--- src/rtl/instr_loader.sv ---
// Push-button instruction loader: synchronises and debounces a raw button,
// assembles BEATS switch samples per word and queues words in a show-ahead FIFO.
module instr_loader #(
   parameter int DATA_W   = 8,
   parameter int BEATS    = 2,
   parameter int DEBOUNCE = 16,
   parameter int DEPTH    = 4
) (
   input  logic                                     clk,
   input  logic                                     rst,
   input  logic [DATA_W-1:0]                        din,
   input  logic                                     btn,
   input  logic                                     clr,
   output logic [DATA_W*BEATS-1:0]                  instr_out,
   output logic                                     instr_valid,
   input  logic                                     instr_ready,
   output logic [((BEATS > 1) ? $clog2(BEATS) : 1)-1:0] beat_idx,
   output logic                                     busy,
   output logic [$clog2(DEPTH):0]                   fifo_count,
   output logic                                     overflow
);

   localparam int IW = DATA_W * BEATS;
   localparam int BW = (BEATS > 1) ? $clog2(BEATS) : 1;
   localparam int AW = $clog2(DEPTH);
   localparam int CW = (DEBOUNCE > 1) ? $clog2(DEBOUNCE) : 1;

   localparam logic [BW-1:0] LAST_BEAT = BW'(BEATS - 1);
   localparam logic [CW-1:0] CNT_MAX   = CW'(DEBOUNCE - 1);
   localparam logic [AW:0]   FULL_CNT  = (AW + 1)'(DEPTH);

   // ---------------------------------------------------------------
   // Button synchroniser and debouncer
   // ---------------------------------------------------------------
   logic          s0;
   logic          s1;
   logic          deb;
   logic          deb_d;
   logic [CW-1:0] cnt;
   logic          press;

   always_ff @(posedge clk or posedge rst) begin
      if (rst) begin
         s0    <= 1'b0;
         s1    <= 1'b0;
         deb   <= 1'b0;
         deb_d <= 1'b0;
         cnt   <= '0;
      end else begin
         s0    <= btn;
         s1    <= s0;
         deb_d <= deb;
         if (s1 == deb) begin
            cnt <= '0;
         end else if (cnt == CNT_MAX) begin
            deb <= s1;
            cnt <= '0;
         end else begin
            cnt <= cnt + 1'b1;
         end
      end
   end

   assign press = deb & ~deb_d;

   // ---------------------------------------------------------------
   // Beat assembly
   // ---------------------------------------------------------------
   logic [IW-1:0] asm_word;
   logic [IW-1:0] word;
   logic          capture;
   logic          last_beat;
   logic          push;
   logic          pop;
   logic          full;
   logic          push_ok;
   logic          drop;

   // clr has priority over a coincident press, so it also masks the capture
   assign capture   = press & ~clr;
   assign last_beat = (beat_idx == LAST_BEAT);
   assign push      = capture & last_beat;

   always_comb begin
      word = asm_word;
      for (int unsigned i = 0; i < BEATS; i++) begin
         if (beat_idx == BW'(i)) begin
            word[i*DATA_W +: DATA_W] = din;
         end
      end
   end

   always_ff @(posedge clk or posedge rst) begin
      if (rst) begin
         beat_idx <= '0;
         asm_word <= '0;
         overflow <= 1'b0;
      end else begin
         if (clr) begin
            beat_idx <= '0;
            asm_word <= '0;
            overflow <= 1'b0;
         end else if (capture) begin
            if (last_beat) begin
               beat_idx <= '0;
               asm_word <= '0;
            end else begin
               beat_idx <= beat_idx + 1'b1;
               asm_word <= word;
            end
            if (drop) begin
               overflow <= 1'b1;
            end
         end
      end
   end

   assign busy = (beat_idx != '0);

   // ---------------------------------------------------------------
   // Show-ahead FIFO
   // ---------------------------------------------------------------
   logic [IW-1:0] mem [DEPTH];
   logic [AW-1:0] wp;
   logic [AW-1:0] rp;

   assign instr_valid = (fifo_count != '0);
   assign full        = (fifo_count == FULL_CNT);
   assign pop         = instr_valid & instr_ready;
   // A full FIFO still accepts a word when the head leaves on the same edge
   assign push_ok     = push & (~full | pop);
   assign drop        = push & full & ~pop;

   always_ff @(posedge clk) begin
      if (push_ok) begin
         mem[wp] <= word;
      end
   end

   always_ff @(posedge clk or posedge rst) begin
      if (rst) begin
         wp         <= '0;
         rp         <= '0;
         fifo_count <= '0;
      end else begin
         if (push_ok) begin
            wp <= wp + 1'b1;
         end
         if (pop) begin
            rp <= rp + 1'b1;
         end
         case ({push_ok, pop})
            2'b10:   fifo_count <= fifo_count + 1'b1;
            2'b01:   fifo_count <= fifo_count - 1'b1;
            default: fifo_count <= fifo_count;
         endcase
      end
   end

   assign instr_out = instr_valid ? mem[rp] : '0;

endmodule

--- config.mk ---
export PLATFORM = sky130hd
export DESIGN_NAME = instr_loader
export DESIGN_NICKNAME = d
export VERILOG_FILES = /design/src/rtl/instr_loader.sv
export SDC_FILE = /design/constraint.sdc
export NUM_CORES = 1
export LEC_CHECK = 0
export CAP_MARGIN = 20
export CELL_PAD_IN_SITES_DETAIL_PLACEMENT = 1
export CELL_PAD_IN_SITES_GLOBAL_PLACEMENT = 2
export CORE_ASPECT_RATIO = 0.8
export CORE_MARGIN = 1.5
export CORE_UTILIZATION = 42
export DETAILED_ROUTE_END_ITERATION = 6
export GPL_ROUTABILITY_DRIVEN = 0
export GPL_TIMING_DRIVEN = 0
export PLACE_DENSITY = 0.85
export SETUP_SLACK_MARGIN = 0.3
export SLEW_MARGIN = 20
export SYNTH_ARGS = -nofsm -noshare
export SYNTH_HDL_FRONTEND = slang
export SYNTH_SLANG_ARGS = --single-unit
--- constraint.sdc ---
create_clock -name clk -period 2.5 [get_ports clk]
set_clock_uncertainty 0.15 [all_clocks]
set_input_delay 0.5 -clock clk [delete_from_list [all_inputs] [get_ports clk]]
set_output_delay 0.5 -clock clk [all_outputs]
set_load 0.02 [all_outputs]
==> results_dict.tcl <==
set metrics [dict create \
    outcome "finished, final reports clean" \
    setup_tns_ns 0 \
    cts_htree_levels 3 \
    clock_sinks 97 \
    slew_headroom_pct 51.7 \
    via_per_inst 5.30 \
    startpoint_type "flip-flop" \
    synth_top_family_by_area "multiplexers" \
    drtIter0Drc 90 \
    cp.arrival_ns 1.80 \
    portBuffers 35 \
    avgSynthCellArea_um2 15.9 \
    r2r_end "fifo_count[2]" \
    ctsHoldBuffers 0 \
    vias 2355 \
    muxShareOfSynthArea_pct 13.4 \
    nNetsFinal 340 \
    antenna_found_initial 0 \
    synth_xor_xnor_area_share_pct 1.70 \
    endpoint_kind "primary output" \
    r2r_cells 9 \
    min_period_ns 2.45 \
    criticalPathCategory "reg2out" \
    drcViolationCount 0 \
    hpwl_mm 5.38 \
    rsz0062_at_grt "true" \
    clk_latency_ns 0.34 \
    hold_viol 0 \
    syn2layout_area_growth_pct 28.4 \
    final_cell_mix "64 x edfxtp_1, 30 x dfrtp_1, 21 x buf_6, 20 x and2_4" \
    r2r_start "fifo_count[0]" \
    cap_violations 0 \
    die_area_um2 10400 \
    final_cell_area_um2 5300 \
    synth_simple_gate_area_share_pct 10.3 \
    crit_path_max_fanout 6 \
    cp-startpoint "rp[0]" \
    clockBufferDepth 2 \
    report.final.slew_viol_count 0 \
    first_pass_iters 4 \
    wirelength_mm 9.06 \
    syn-num-nets 278 \
    initial_core_util_pct 42.9 \
    synth-compound-area-share_pct 2.94 \
    die_height_um 91.7 \
    period_share_pct 97.9 \
    synth_top_area_cell "edfxtp_1" \
    final_common_cell "edfxtp_1" \
    wire_per_inst_um 20.4 \
    drive_gt1_share_pct 39.4 \
    core-area_um2 9610 \
    cts_buffers 9 \
    ios 36 \
    yosys_register_bits 97 \
    grt_max_degree 34 \
    worstPathRequired_ns 1.85 \
    syn-cell-area_um2 4130 \
    cts_tree "yes" \
    synth_fa_ha_area_share_pct 2.00 \
    max-vdd-ir-drop_v 0.000423 \
    cellLeakagePower_nw 2.00 \
    num_rows 32 \
    grt_pass1_vias 2579 \
    grt_usage_pct 19.1 \
    grt_overflow_total 0 \
    placed_cell_area_um2 4640 \
    worst_pin_slew_ns 0.724 \
    endpoint "instr_out[5]" \
    synth_area_leaders "edfxtp_1 47%, dfrtp_1 20%, mux4_2 8.7%" \
    synth_top_area_share_pct 46.6 \
    cts_root_buffer "clkbuf_16" \
    syn_inst 259 \
    antennaDiodeCount 0 \
    clk_pin_slew_ns 0.06 \
    r2r_slack_ns 0.30 \
    hold_class "reg2reg" \
    dieWidth_um 114 \
    power_density_nw_per_um2 577 \
    synth.distinct_cells 34 \
    grt_pass1_wl_mm 14.3 \
    antenna_left 0 \
    ys_seq_area_share_pct 66.6 \
    ys_warn_count 0 \
    fmax_ghz 0.408 \
    setup_violations 0 \
]
-- kinds of logic (layout without fill, tap and decap cells) --
group,count (synthesis),after routing
AOI/OAI and AO/OA,21,21
and+or+nand+nor,71,71
buffers and inverters,23,89
xor gates and xnor gates,8,8
DFF,97,97
muxes,33,33
adders and majority gates,6,6
-- power breakdown --
part           total, mW  internal [mW]  switching, mW
clock network       1.27          0.694          0.575
logic             0.0715         0.0297         0.0418
registers           1.72           1.71        0.00546
-- worst max-delay path, stage by stage, from the launching register on --
cell and delay, ns:
dfrtp_1 0.39, buf_12 0.15, buf_12 0.13, mux4_2 0.50
and2_4 0.15, buf_6 0.12
-- stage by stage --
step | setup WS, ns | instances | utilization, % | hold WS (ns) | power, mW
after floorplan | 0.312 | 259 | - | 0.181 | 1.78
after global placement | -0.557 | 413 | 48.3 | 0.184 | 1.82
after detailed placement | -0.651 | 413 | 48.3 | 0.192 | 1.82
after CTS | 0.0332 | 442 | 53.4 | 0.206 | 3.09
after global routing | 0.00970 | 444 | 55.1 | 0.211 | 3.15
final | 0.0513 | 444 | 55.1 | 0.203 | 3.06
-- synthesized netlist by cell type --
| cell type | number |
|---|---|
| nor3b_1 | 1 |
| fa_1 | 1 |
| a21o_1 | 1 |
| nor2b_1 | 2 |
| a21oi_1 | 12 |
| mux2_2 | 17 |
| inv_1 | 7 |
| nand4bb_2 | 1 |
| nand4b_1 | 1 |
| nand3_1 | 6 |
| nand2_1 | 14 |
| nor2_1 | 3 |
| or3_1 | 2 |
| nor4b_1 | 1 |
| dfrtp_1 | 33 |
| edfxtp_1 | 64 |
| mux4_2 | 16 |
| and2_1 | 28 |
| o21ai_0 | 3 |
| buf_6 | 4 |
| nand2b_1 | 2 |
| buf_2 | 4 |
| o211ai_1 | 1 |
| a21boi_0 | 1 |
| xnor2_1 | 8 |
| nor4_1 | 1 |
| ha_1 | 5 |
| clkbuf_1 | 6 |
| clkbuf_2 | 1 |
| nand3b_1 | 8 |
| buf_4 | 1 |
| a31oi_1 | 1 |
| and4bb_2 | 1 |
| o2111ai_1 | 2 |
-- repair_timing --
action                                  in CTS  in global routing
gates cloned                                 3                  0
setup buffers                               11                  2
resized for setup                          109                 50
endpoints found under the setup margin      82                 83
hold endpoints to repair                     0                  0
pin swaps                                    7                 17
-- worst min path at each step --
stage | start | end | depth (start not counted)
final | s0 | s1 | 0
after global routing | s0 | s1 | 0
after CTS | s0 | s1 | 0
after detailed placement | s0 | s1 | 0
after global placement | s0 | s1 | 0
after floorplan | s0 | s1 | 0
-- state kept, by name (all words and copies together), names as in the netlist --
name,count
mem,64
beat_idx,1
rp,2
s0,1
deb,1
cnt,4
fifo_count,3
wp,2
asm_word,16
overflow,1
s1,1
deb_d,1
-- layout make-up --
class                           instances  area, µm²
Fill cell                             900       4310
Sequential cell                        97       2750
Multi-Input combinational cell        139       1370
Timing Repair Buffer                   51        569
Clock buffer                           10        239
Buffer                                 16        165
Tap cell                              119        149
Clock inverter                          5       31.3
Inverter                                7       26.3
-- layer usage --
layer,GRT usage (%),part of all wire (%),routed length (µm)
met4,5.10,1.4,128
met3,6.08,3.2,288
met2,32.0,51,4620
met5,0,0,0
met1,24.2,44,4020
No activity file was read; power rests on OpenSTA's default activity.
